<file path="src/rtl/pc_fetch_unit.sv">
// Program-counter register and fetch sequencer: issues valid/ready fetch requests and steps, holds or redirects the PC.
// Optional MISALIGN_TRAP_EN: a misaligned redirect enters a TRAP state at TRAP_VEC until trap_clear_i.
module pc_fetch_unit #(
    parameter int              XLEN     = 32,
    parameter logic [XLEN-1:0] RESET_PC = 32'h0000_0000,
    parameter logic [XLEN-1:0] TRAP_VEC = 32'h0000_0100
) (
    input  logic            clk,
    input  logic            rst_n,
    input  logic [XLEN-1:0] pc_plus4_i,
    input  logic            stall_i,
    input  logic            redirect_i,
    input  logic [XLEN-1:0] redirect_pc_i,
    input  logic            fetch_ready_i,
    input  logic            trap_clear_i,
    output logic [XLEN-1:0] pc_o,
    output logic            fetch_valid_o,
    output logic            flush_o,
    output logic [31:0]     fetch_count_o,
    output logic            trap_o
);

    typedef enum logic [1:0] {BOOT, RUN, TRAP} state_t;

    state_t state;
    logic   handshake;

    assign fetch_valid_o = (state == RUN) && !stall_i;
    assign handshake     = fetch_valid_o && fetch_ready_i;

`ifdef MISALIGN_TRAP_EN
    logic misaligned;
    assign misaligned = (redirect_pc_i[1:0] != 2'b00);

    always_ff @(posedge clk or negedge rst_n) begin
        if (!rst_n) begin
            state         <= BOOT;
            pc_o          <= RESET_PC;
            flush_o       <= 1'b0;
            fetch_count_o <= '0;
            trap_o        <= 1'b0;
        end else begin
            case (state)
                RUN: begin
                    // A handshake in the redirect cycle is still counted; downstream drops it on flush.
                    if (handshake) fetch_count_o <= fetch_count_o + 32'd1;
                    flush_o <= redirect_i;
                    if (redirect_i) begin
                        if (misaligned) begin
                            pc_o   <= TRAP_VEC;
                            trap_o <= 1'b1;
                            state  <= TRAP;
                        end else begin
                            pc_o <= redirect_pc_i;
                        end
                    end else if (handshake) begin
                        pc_o <= pc_plus4_i;
                    end
                end
                TRAP: begin
                    flush_o <= 1'b0;
                    if (trap_clear_i) begin
                        trap_o <= 1'b0;
                        state  <= RUN;
                    end
                end
                default: begin
                    flush_o <= 1'b0;
                    state   <= RUN;
                end
            endcase
        end
    end
`else
    logic unused_trap_inputs;
    assign unused_trap_inputs = trap_clear_i ^ (^TRAP_VEC) ^ (^redirect_pc_i[1:0]);
    assign trap_o = 1'b0;

    always_ff @(posedge clk or negedge rst_n) begin
        if (!rst_n) begin
            state         <= BOOT;
            pc_o          <= RESET_PC;
            flush_o       <= 1'b0;
            fetch_count_o <= '0;
        end else begin
            case (state)
                RUN: begin
                    // A handshake in the redirect cycle is still counted; downstream drops it on flush.
                    if (handshake) fetch_count_o <= fetch_count_o + 32'd1;
                    flush_o <= redirect_i;
                    if (redirect_i) begin
                        pc_o <= {redirect_pc_i[XLEN-1:2], 2'b00};
                    end else if (handshake) begin
                        pc_o <= pc_plus4_i;
                    end
                end
                default: begin
                    flush_o <= 1'b0;
                    state   <= RUN;
                end
            endcase
        end
    end
`endif

endmodule
</file>
<file path="config.mk">
export PLATFORM = sky130hd
export DESIGN_NAME = pc_fetch_unit
export DESIGN_NICKNAME = d
export VERILOG_FILES = /design/src/rtl/pc_fetch_unit.sv
export SDC_FILE = /design/constraint.sdc
export NUM_CORES = 1
export LEC_CHECK = 0
export CAP_MARGIN = 20
export CELL_PAD_IN_SITES_DETAIL_PLACEMENT = 1
export CELL_PAD_IN_SITES_GLOBAL_PLACEMENT = 1
export CORE_ASPECT_RATIO = 1.75
export CORE_MARGIN = 2
export CORE_UTILIZATION = 33
export DETAILED_ROUTE_END_ITERATION = 7
export PLACE_DENSITY = 0.83
export SLEW_MARGIN = 20
export SYNTH_ARGS = -nofsm -noshare
export SYNTH_HDL_FRONTEND = slang
export SYNTH_SLANG_ARGS = --single-unit
</file>
<file path="constraint.sdc">
create_clock -name clk -period 4.7 [get_ports clk]
set_input_delay 0.94 -clock clk [delete_from_list [all_inputs] [get_ports clk]]
set_output_delay 0.94 -clock clk [all_outputs]
set_load 0.1 [all_outputs]
</file>
==> metrics.md, run 1 <==
| Metric | Value |
|---|---|
| Status | finished, final reports clean |
| Starting DRT DRC Count | 106 |
| Worst path max stage delay | about 1.2 ns |
| Startpoint types | register |
| Syn Area/Cell | approximately 11 sq um |
| Full die area | 10000 sq um |
| Post-Synthesis Cells | about 280 |
| Crit. path cell count | 1 |
| Post-CTS Hold Buffers | 0 |
| Final hold violation count | 0 |
| Peak Freq | roughly 340 MHz |
| Met2 usage | between 30% and 40% |
| Final Power | roughly 2.3 mW |
| Fillers | 1000 |
| Worst clock skew | approximately 0.0044 ns |
| Post-Syn Nets | around 360 |
| Clock buffer count from CTS | 9 |
| PortBufs | roughly 130 |
| Reg2reg end | fetch_count_o[18] |
| Number of gates resized after cts | 0 |
| Max-cap violations | 0 |
| Critical Path Sink | fetch_count_o[4] |
| CP max stage cell | clkdlybuf4s50_1 |
| Minimum clock period | just under 3 ns |
| Nets | between 400 and 500 |
| HPWL after detailed placement | ~6.6 mm |
| Yosys top cell area share | between 50% and 60% |
| Sw power | 0.858 mW |
| CTS tree | built |
| Peak VDD IR | 0.285 mV |
| Final Cycle Share | approximately 62% |
| Critical path launch point | fetch_count_o[4] |
| Post-synthesis sequential area ratio | around 54% |
| Ys flop type | dfrtp_1 |
| Via count | roughly 2700 |
| Cell Area, Synth | slightly above 3000 sq um |
| Initial Util | between 30% and 40% |
| Worst Path Max Fanout | 6 |
| Clock network power share | 37.8% |
| Num ports | 137 |
| Internal | 1.44 mW |
| Die Width | about 77 um |
| Hold WC Path Type | reg2reg |
| Clk_lat worst skew | roughly 0.32 ns |
| N_diodes | 0 |
| Grt ovf | 0 |
| Pwr dens | between 400 and 500 nW/um^2 |
| GR peak layer | met2 |
| Share of cells above drive strength 1 | 6.67% |
| Height of the die | 131 um |
| R2r setup slk | roughly 2.6 ns |
| Async set-reset flop share out of synthesis | between 90% and 100% |
| Sw Share | a little under two fifths |
| Worst Setup Path Type | reg2out |
| FF-to-FF Start | fetch_count_o[0] |
| Grt met1 use | 18.5% |
| Syn. warnings | 0 |
| Commonest non-fill, non-tap cells in the layout | 129 x clkdlybuf4s50_1, 66 x dfrtp_1, 46 x nand2_1 |
| GR Util met3 | 5.43% |
| Setup Total Neg Slack | 0 ns |
| Register share of total power | 29.7% |
| Final cell count without fillers | 540 |
| Post-DR vias/cell | 4.91 |
| Syn-to-layout area delta | 60.2% |
| DRC violation count after routing | 0 |
| CTS H-tree lvls | 3 |
| Routed WL | 8.48 mm |
| Setup violations, final | 0 |
| Vias in the first global route | 2918 |
| Pin count of the biggest net entering global routing | between 60 and 70 |
| Drt wl/cell | around 16 um |
| Antenna violations before repair | 0 |
| Gr usage total | between 10% and 20% |
| CP arrival | 1.99 ns |
| Maximum clock path buffer count | 2 |
| Post-synth EDFFs | 0 |
| Core footprint | roughly 9000 sq um |
| Total leakage power | 2.12 nW |
| Most common cell after layout, fill and taps aside | clkdlybuf4s50_1 |
| DR pass1 iterations | 4 |
| Worst Max-Slew Pin Slew | ~1.0 ns |
| CTS sink cnt | 66 |
| Worst relative slew slack | 31.1% |
| Antenna-violating nets left | 0 |
| Hold_sp | fetch_count_o[31] |
| Root buf cell | clkbuf_16 |
| Number of synthesized register bits | 66 |
| # rows | 46 |
| Top cells by area in the synthesized netlist | dfrtp_1 54%, mux2i_1 9.9%, xnor2_1 6.0%, nand2_1 5.7%, o21ai_0 4.9% |
| Worst Path Required | about 3.8 ns |
| Crit path buffers/inverters | 1 |
| Setup bufs post-CTS | 0 |
| Clock transition at path regs | 0.06 ns |
| Yosys cell types | 34 |
| Max Slew Vio Count | 0 |
| Worst-path cell chain | clkdlybuf4s50_1 |
| Combinational power share | 32.5% |
| Worst Reg-to-Reg Cells | 5 |
| RD Place Congestion | roughly 0.75 |
| RSZ-0062 raised after global routing | no |
| First-pass GRT wire length | around 14 mm |
| Placed Cells | 523 |
| Synth area leader | dfrtp_1 |
| Critical path endpoint category | primary output |
| Cell family with most CP delay | buffers and inverters |
## area by class of cell
cell class / count / area, sq um / share of cell area (%)
clock buffer: 9 / 225 / 4.62
multi-input combinational: 198 / 1320 / 27.1
clock inverter: 7 / 165 / 3.38
inverter: 6 / 22.5 / 0.462
timing repair buffer: 134 / 1340 / 27.5
tap: 120 / 150 / 3.08
sequential: 66 / 1650 / 33.8
## worst min path at each step
| stage | end | slack (ns) | cells after the start |
|---|---|---|---|
| 2_1_floorplan | pc_o[0] | 0.54 | 1 |
| 3_3_place_gp | pc_o[2] | 0.46 | 2 |
| 3_5_place_dp | fetch_count_o[31] | 0.46 | 1 |
| 4_1_cts | fetch_count_o[31] | 0.48 | 1 |
| 5_1_grt | fetch_count_o[31] | 0.51 | 1 |
| 6_report | fetch_count_o[31] | 0.48 | 1 |
## logic make-up after synthesis
| kind of cell | Yosys count | synth area share [%] |
|---|---|---|
| DFF | 66 | 54.2 |
| and+or+nand+nor | 100 | 17.9 |
| muxes | 30 | 9.86 |
| buffers and inverters | 20 | 2.67 |
| adders and majority gates | 1 | 0.411 |
| xor gates and xnor gates | 31 | 8.91 |
| other | 2 | 0.246 |
| AOI/OAI and AO/OA | 34 | 5.83 |
## state kept, by name, summed over array words and instances, names as in the netlist
| register | cells |
|---|---|
| flush_o | 1 |
| state | 1 |
| fetch_count_o | 32 |
| pc_o | 32 |
## cell usage after synthesis, types with 2 or more instances
cell type and number:
nor4_2 2, xnor2_1 21, nand4_1 12, buf_2 2
mux2i_1 30, nor2_1 5, buf_1 2, o21ai_0 30
conb_1 2, or4_1 3, o22ai_1 2, dfrtp_1 66
inv_1 6, xor2_1 10, a22oi_1 2, nand3_1 6
nor3_1 8, clkbuf_1 9, and3_1 2, and2_1 3
nand4b_1 3, nand2_1 46
## power groups by stage
stage	Combinational, mW	Sequential (mW)	Clock [mW]
finish	0.749	0.685	0.869
global route	0.780	0.693	0.913
CTS	0.751	0.685	0.886
detailed placement	0.750	0.694	0
global placement	0.736	0.687	0
floorplan	0.0927	1.11	0
## stage by stage
stage | utilization (%) | hold slack (ns) | instance area (sq um) | setup WS, ns
floorplan | - | 0.544 | 3050 | 1.48
global placement | 49.4 | 0.461 | 4460 | 1.70
detailed placement | 49.4 | 0.464 | 4460 | 1.56
CTS | 53.7 | 0.482 | 4850 | 1.74
global route | 54.0 | 0.507 | 4880 | 1.69
finish | 54.0 | 0.476 | 4880 | 1.77
## worst reg2reg max path, delay by kind of cell, from the launching register on
family                     cells  cell delay (ns)
and+or+nand+nor                3             1.17
DFF                            1             0.44
adders and majority gates      1             0.19
xor gates and xnor gates       1             0.18
## layer usage
metal  up-vias  routed length, um  share of wire, %
met2        96               4790                56
met1      1305               2980                35
met4         0                184               2.2
met3        14                530               6.2
met5         -                  0                 0
li1       1237                  -                 -
(Power assumes the default switching activity.)
==> run 2, diff against run 1 <==
- CORE_UTILIZATION: 33 -> 28
- PLACE_DENSITY: 0.83 -> 0.74
- clock period: 4.7 -> 2.4 ns (I/O delays scaled with it)
==> run 2 against run 1 <==
  * Non-clock buffer count up 6
  * Global-route usage down 2.9 points
  * First-iteration DRC count down 44%
  * Final cell count up 3.0%
  * Via count down 3.1%
  * Wire length up 1.2%
  * Critical endpoint is now fetch_valid_o
==> metrics.md, run 2 (synthesis gave the netlist of run 1 again) <==
| Metric | Value |
|---|---|
| Crit. path cell count | 4 (+3) |
| DR pass1 iterations | 4 (unchanged) |
| Starting DRT DRC Count | 59 (-44%) |
| Core footprint | 10600 sq um (+18%) |
| Final cell count without fillers | 556 (+3.0%) |
| Startpoint types | input pin |
| Worst path max stage delay | 0.44 ns (-0.75 ns) |
| Fin area | 4710 sq um (-3.4%) |
| Pin count of the biggest net entering global routing | 61 (unchanged) |
| FF-to-FF Start | fetch_count_o[4] |
| Hold WC Path Type | in2async |
| Total leakage power | 2.22 nW (+4.6%) |
| Peak VDD IR | 0.551 mV (+93%) |
| Height of the die | 142 um (+8.3%) |
| Area of the multi-input gates | 1320 sq um (unchanged) |
| Full die area | 11800 sq um (+17%) |
| Final setup margin | 0.411 ns (-1.36 ns) |
| Max Slew Vio Count | 0 (unchanged) |
| Critical Path Sink | fetch_valid_o |
| CTS sink cnt | 66 (unchanged) |
| Worst Path Max Fanout | 4 (-2) |
| Reg2reg end | fetch_count_o[31] |
| Syn-to-layout area delta | 54.7% |
| Final hold violation count | 0 (unchanged) |
| Via count | 2570 (-3.1%) |
| Peak Freq | just over 500 MHz |
| Worst Max-Slew Pin Slew | 0.650 ns (-0.380 ns) |
| CP arrival | 1.51 ns (-0.48 ns) |
| Setup Total Neg Slack | 0 ns (unchanged) |
| Root buf cell | clkbuf_16 |
| Clock transition at path regs | 0.05 ns (about the same) |
| CP max stage cell | clkdlybuf4s50_1 |
| Worst Setup Path Type | in2out |
| DRC violation count after routing | 0 (unchanged) |
| Pre-CTS setup slack | 0.122 ns (-1.43 ns) |
| Status | finished, final reports clean |
| Maximum clock path buffer count | 2 (unchanged) |
| Setup violations, final | 0 (unchanged) |
| Nets | 492 (+1.2%) |
| N_diodes | 0 (unchanged) |
| R2r setup slk | 0.48 ns (-2.12 ns) |
| Register Area | 1660 sq um (+0.23%) |
| Worst Path Required | 1.92 ns (-1.84 ns) |
| Clk_lat worst skew | 0.34 ns (+0.02 ns) |
| Critical path endpoint category | primary output |
| Routed WL | 8.58 mm (+1.2%) |
| First-pass GRT wire length | 14.0 mm (-2.3%) |
| Vias in the first global route | 2774 (-4.9%) |
| Initial Util | 28.6% (-5.1 points) |
| Critical path launch point | stall_i |
| Max-cap violations | 0 (unchanged) |
| Die Width | 82.9 um (+8.1%) |
| CTS H-tree lvls | 3 (unchanged) |
| Worst Reg-to-Reg Cells | 4 (-1) |
| Post-CTS Hold Buffers | 0 (unchanged) |
| Layout Utilization | 44.3% (-9.7 points) |
| Final Cycle Share | between 80 and 90% |
| Placed Cells | 540 (+3.3%) |
| Worst clock skew | 0.00517 ns (+0.000779 ns) |
| Num ports | 137 (unchanged) |
| Worst relative slew slack | 56.6% (+26 points) |
| Antenna-violating nets left | 0 (unchanged) |
| Grt ovf | 0 (unchanged) |
| Worst-path cell chain | clkdlybuf4s50_1, buf_4, nor2b_1, buf_12 |
| Top flop regs | fetch_count_o x32, pc_o x32 |
| CTS tree | built |
| Cell Area, Placed | 4410 sq um (-1.3%) |
| Clock buffer count from CTS | 9 (unchanged) |
| Most common cell after layout, fill and taps aside | buf_4 |
| Crit path buffers/inverters | 3 (+2) |
| Antenna violations before repair | 0 (unchanged) |
| RD Place Congestion | 0.726 (-2.6%) |
| Cell family with most CP delay | buffers and inverters |
| Post-DR vias/cell | 4.62 (-5.9%) |
| Setup bufs post-CTS | 0 (unchanged) |
| # rows | 50 (+8.7%) |
| Fillers | 1221 (+22%) |
| Gr usage total | 15.1% (-2.9 points) |
| Drt wl/cell | 15.4 um (-1.8%) |
| Minimum clock period | around 2.0 ns |
| HPWL after detailed placement | 6.74 mm (+2.5%) |
| PortBufs | 132 (unchanged) |
| Pwr dens | 871 nW/um^2 (+84%) |
| Number of gates resized after cts | 0 (unchanged) |
| Commonest non-fill, non-tap cells in the layout | 71 x buf_4, 64 x clkdlybuf4s50_1, 63 x dfrtp_1 |
| RSZ-0062 raised after global routing | no |
| Share of cells above drive strength 1 | 23.7% (+17 points) |
-- run 2: stage by stage --
stage               power [mW]  hold slack, ns
global placement          2.78           0.464
floorplan                 2.37           0.184
detailed placement        2.80           0.461
CTS                       4.16           0.183
finish                    4.10           0.170
global route              4.26           0.218
-- run 2: area by class of cell --
cell class              count  area share [%]
clock buffers              12            5.44
clock inverters             4            1.06
inverters                   6           0.478
multi-input cells         198            28.0
flip-flops and latches     66            35.1
well taps                 130            3.45
repair buffers            140            26.4
-- run 2: power by group --
group | total [mW] | internal, mW | switching, mW
logic | 1.42 | 0.339 | 1.08
registers | 1.34 | 1.23 | 0.109
clock network | 1.34 | 0.858 | 0.482
total | 4.10 | 2.43 | 1.67
-- run 2: worst min path at each step --
stage / from / endpoint / slack, ns
after CTS: rst_n / pc_o[20] / 0.18
after global placement: pc_o[16] / pc_o[16] / 0.46
after global routing: rst_n / pc_o[20] / 0.22
after floorplan: rst_n / fetch_count_o[0] / 0.18
final: rst_n / pc_o[18] / 0.17
after detailed placement: fetch_count_o[31] / fetch_count_o[31] / 0.46
-- run 2: per-layer routing --
| metal | track usage (%) | routed length, um |
|---|---|---|
| met1 | 16.5 | 3200 |
| met2 | 27.0 | 4710 |
| met3 | 4.64 | 515 |
| met4 | 6.21 | 153 |
| met5 | 0 | 0 |
-- run 2: worst reg2reg max path, stage by stage, from the launching register on --
cell     delay (ns)
dfrtp_1        0.48
nand4_4        0.19
or4_1          0.74
nor4_4         0.28
xor2_1         0.16
==> run 3, diff against run 2 <==
- clock period: 2.4 -> 1.7 ns (I/O delays scaled with it)
==> run 3 against run 2 <==
  * Critical path type is now reg2reg
  * Die area unchanged
  * Largest cell class is now buffers
  * Non-clock buffer count up 32
  * Largest power group unchanged
  * Sequential share of layout area shrank 5.8 points
  * Register-to-register slack worse by 0.45 ns
  * Via count rose by 8.6%
==> metrics.md, run 3 (synthesis gave the netlist of run 1 again) <==
| Metric | Value |
|---|---|
| Critical path endpoint category | register |
| Antenna-violating nets left | 0 (unchanged) |
| Placed Cells | 569 (+5.4%) |
| Final hold slack | 0.0105 ns (-0.160 ns) |
| Worst Setup Path Type | reg2reg |
| CP arrival | 1.92 ns (+0.41 ns) |
| Clock buffer count from CTS | 9 (unchanged) |
| Status | finished, final reports clean |
| Worst clock skew | 0.00805 ns (+0.00288 ns) |
| Full die area | 11800 sq um (unchanged) |
| Die Width | 82.9 um (unchanged) |
| Drt wl/cell | 16.1 um (+4.6%) |
| Share of cells above drive strength 1 | 37.3% (+14 points) |
| Fin area | 5920 sq um (+26%) |
| Final setup margin | 0.0296 ns (-0.381 ns) |
| Most common cell after layout, fill and taps aside | buf_12 |
| First-pass GRT wire length | 15.2 mm (+8.9%) |
| # rows | 50 (unchanged) |
| Final hold violation count | 0 (unchanged) |
| Worst Path Max Fanout | 6 (+2) |
| Total leakage power | 2.64 nW (+19%) |
| Minimum clock period | between 1.5 and 2 ns |
| Initial Util | 28.6% (unchanged) |
| Pre-CTS setup slack | -0.493 ns (-0.615 ns) |
| Antenna violations before repair | 0 (unchanged) |
| Max Slew Vio Count | 0 (unchanged) |
| Hold WC Path Type | in2async |
| Syn-to-layout area delta | 94.4% |
| Setup violations, final | 0 (unchanged) |
| Cell Area, Placed | 5590 sq um (+27%) |
| RSZ-0062 raised after global routing | yes |
| Gr usage total | 16.4% (+1.2 points) |
| Clk_lat worst skew | 0.33 ns (about the same) |
| N_diodes | 0 (unchanged) |
| Peak Freq | approximately 600 MHz |
| CTS H-tree lvls | 3 (unchanged) |
| Pin count of the biggest net entering global routing | 67 (+9.8%) |
| CTS tree | built |
| Top flop regs | fetch_count_o x32, pc_o x32 |
| RD Place Congestion | 0.776 (+6.9%) |
| CTS sink cnt | 66 (unchanged) |
| Height of the die | 142 um (unchanged) |
| Commonest non-fill, non-tap cells in the layout | 68 x buf_12, 62 x clkdlybuf4s50_1, 44 x nand2_1 |
| Maximum clock path buffer count | 2 (unchanged) |
| DR pass1 iterations | 4 (unchanged) |
| Worst Path Required | 1.95 ns (+0.03 ns) |
| Post-CTS Hold Buffers | 0 (unchanged) |
| Final Cycle Share | 98.3% |
| Pwr dens | 1050 nW/um^2 (+21%) |
| Post-DR vias/cell | 4.75 (+2.7%) |
| Startpoint types | register |
| Via count | 2792 (+8.6%) |
| Layout Utilization | 55.7% (+11 points) |
| Peak VDD IR | 0.821 mV (+49%) |
| Nets | 524 (+6.5%) |
| Grt ovf | 0 (unchanged) |
| Root buf cell | clkbuf_16 |
| Vias in the first global route | 3045 (+9.8%) |
| Final cell count without fillers | 588 (+5.8%) |
| Max-cap violations | 0 (unchanged) |
| DRC violation count after routing | 0 (unchanged) |
| Routed WL | 9.49 mm (+11%) |
| HPWL after detailed placement | 7.28 mm (+8.0%) |
| Clock transition at path regs | 0.05 ns (about the same) |
| Starting DRT DRC Count | 74 (+25%) |
| Num ports | 137 (unchanged) |
| PortBufs | 132 (unchanged) |
| Core footprint | 10600 sq um (unchanged) |
run 3: cell count changes in the layout (fill, tap and decap cells not counted), sizes merged:
cell	delta
clkinv	+2
buf	+32
dlygate4sd2	+1
bufinv	-1
clkbuf	+2
clkinvlp	-2
clkdlybuf4s50	-2
run 3: what timing repair did:
action,4_1_cts,5_1_grt
resized for setup,8,7
gates cloned,0,0
pin swaps,5,9
endpoints found under the setup margin,8,7
setup buffers,2,2
run 3: critical path, stage by stage (launching register included):
cell,delay [ns]
dfrtp_4,0.42
nand3_4,0.09
or4_4,0.65
nor4_4,0.27
xor2_1,0.16
run 3: layout make-up:
cell class | instances | area (sq um)
multi-input combinational | 198 | 1440
clock inverter | 3 | 15.0
fill | 1105 | 4710
sequential | 66 | 1740
clock buffer | 13 | 250
tap | 130 | 163
timing repair buffer | 172 | 2290
inverter | 6 | 22.5
run 3: metrics by stage:
stage               total power, mW  TNS (ns)
floorplan                      3.39     -1.84
global placement               4.55     -7.38
detailed placement             4.61    -11.39
CTS                            6.31         0
global route                   6.45   -0.0985
finish                         6.22         0
run 3: worst paths after layout:
kind | start | end | slack [ns] | cells after the start
min in group clk | redirect_i | flush_o | 0.35 | 2
hold reg to reg | fetch_count_o[25] | fetch_count_o[25] | 0.52 | 1
setup / recovery | fetch_count_o[14] | fetch_count_o[30] | 0.03 | 4
max in group asynchronous | rst_n | fetch_count_o[15] | 1.33 | 2
setup reg to reg | fetch_count_o[14] | fetch_count_o[30] | 0.03 | 4
hold / removal | rst_n | fetch_count_o[17] | 0.01 | 2
run 3: report_power, final:
group / switching, mW / internal (mW) / total (mW) / leakage (nW)
Combinational: 1.62 / 0.970 / 2.60 / 1.70
Sequential: 0.188 / 1.77 / 1.96 / 0.813
Clock: 0.652 / 1.02 / 1.67 / 0.133
run 3: routing by layer:
metal	track usage, %	part of all wire, %	routed length (um)
met5	0	0	0
met4	5.44	1.5	141
met3	4.29	5.1	484
met2	32.5	59	5630
met1	16.0	34	3240
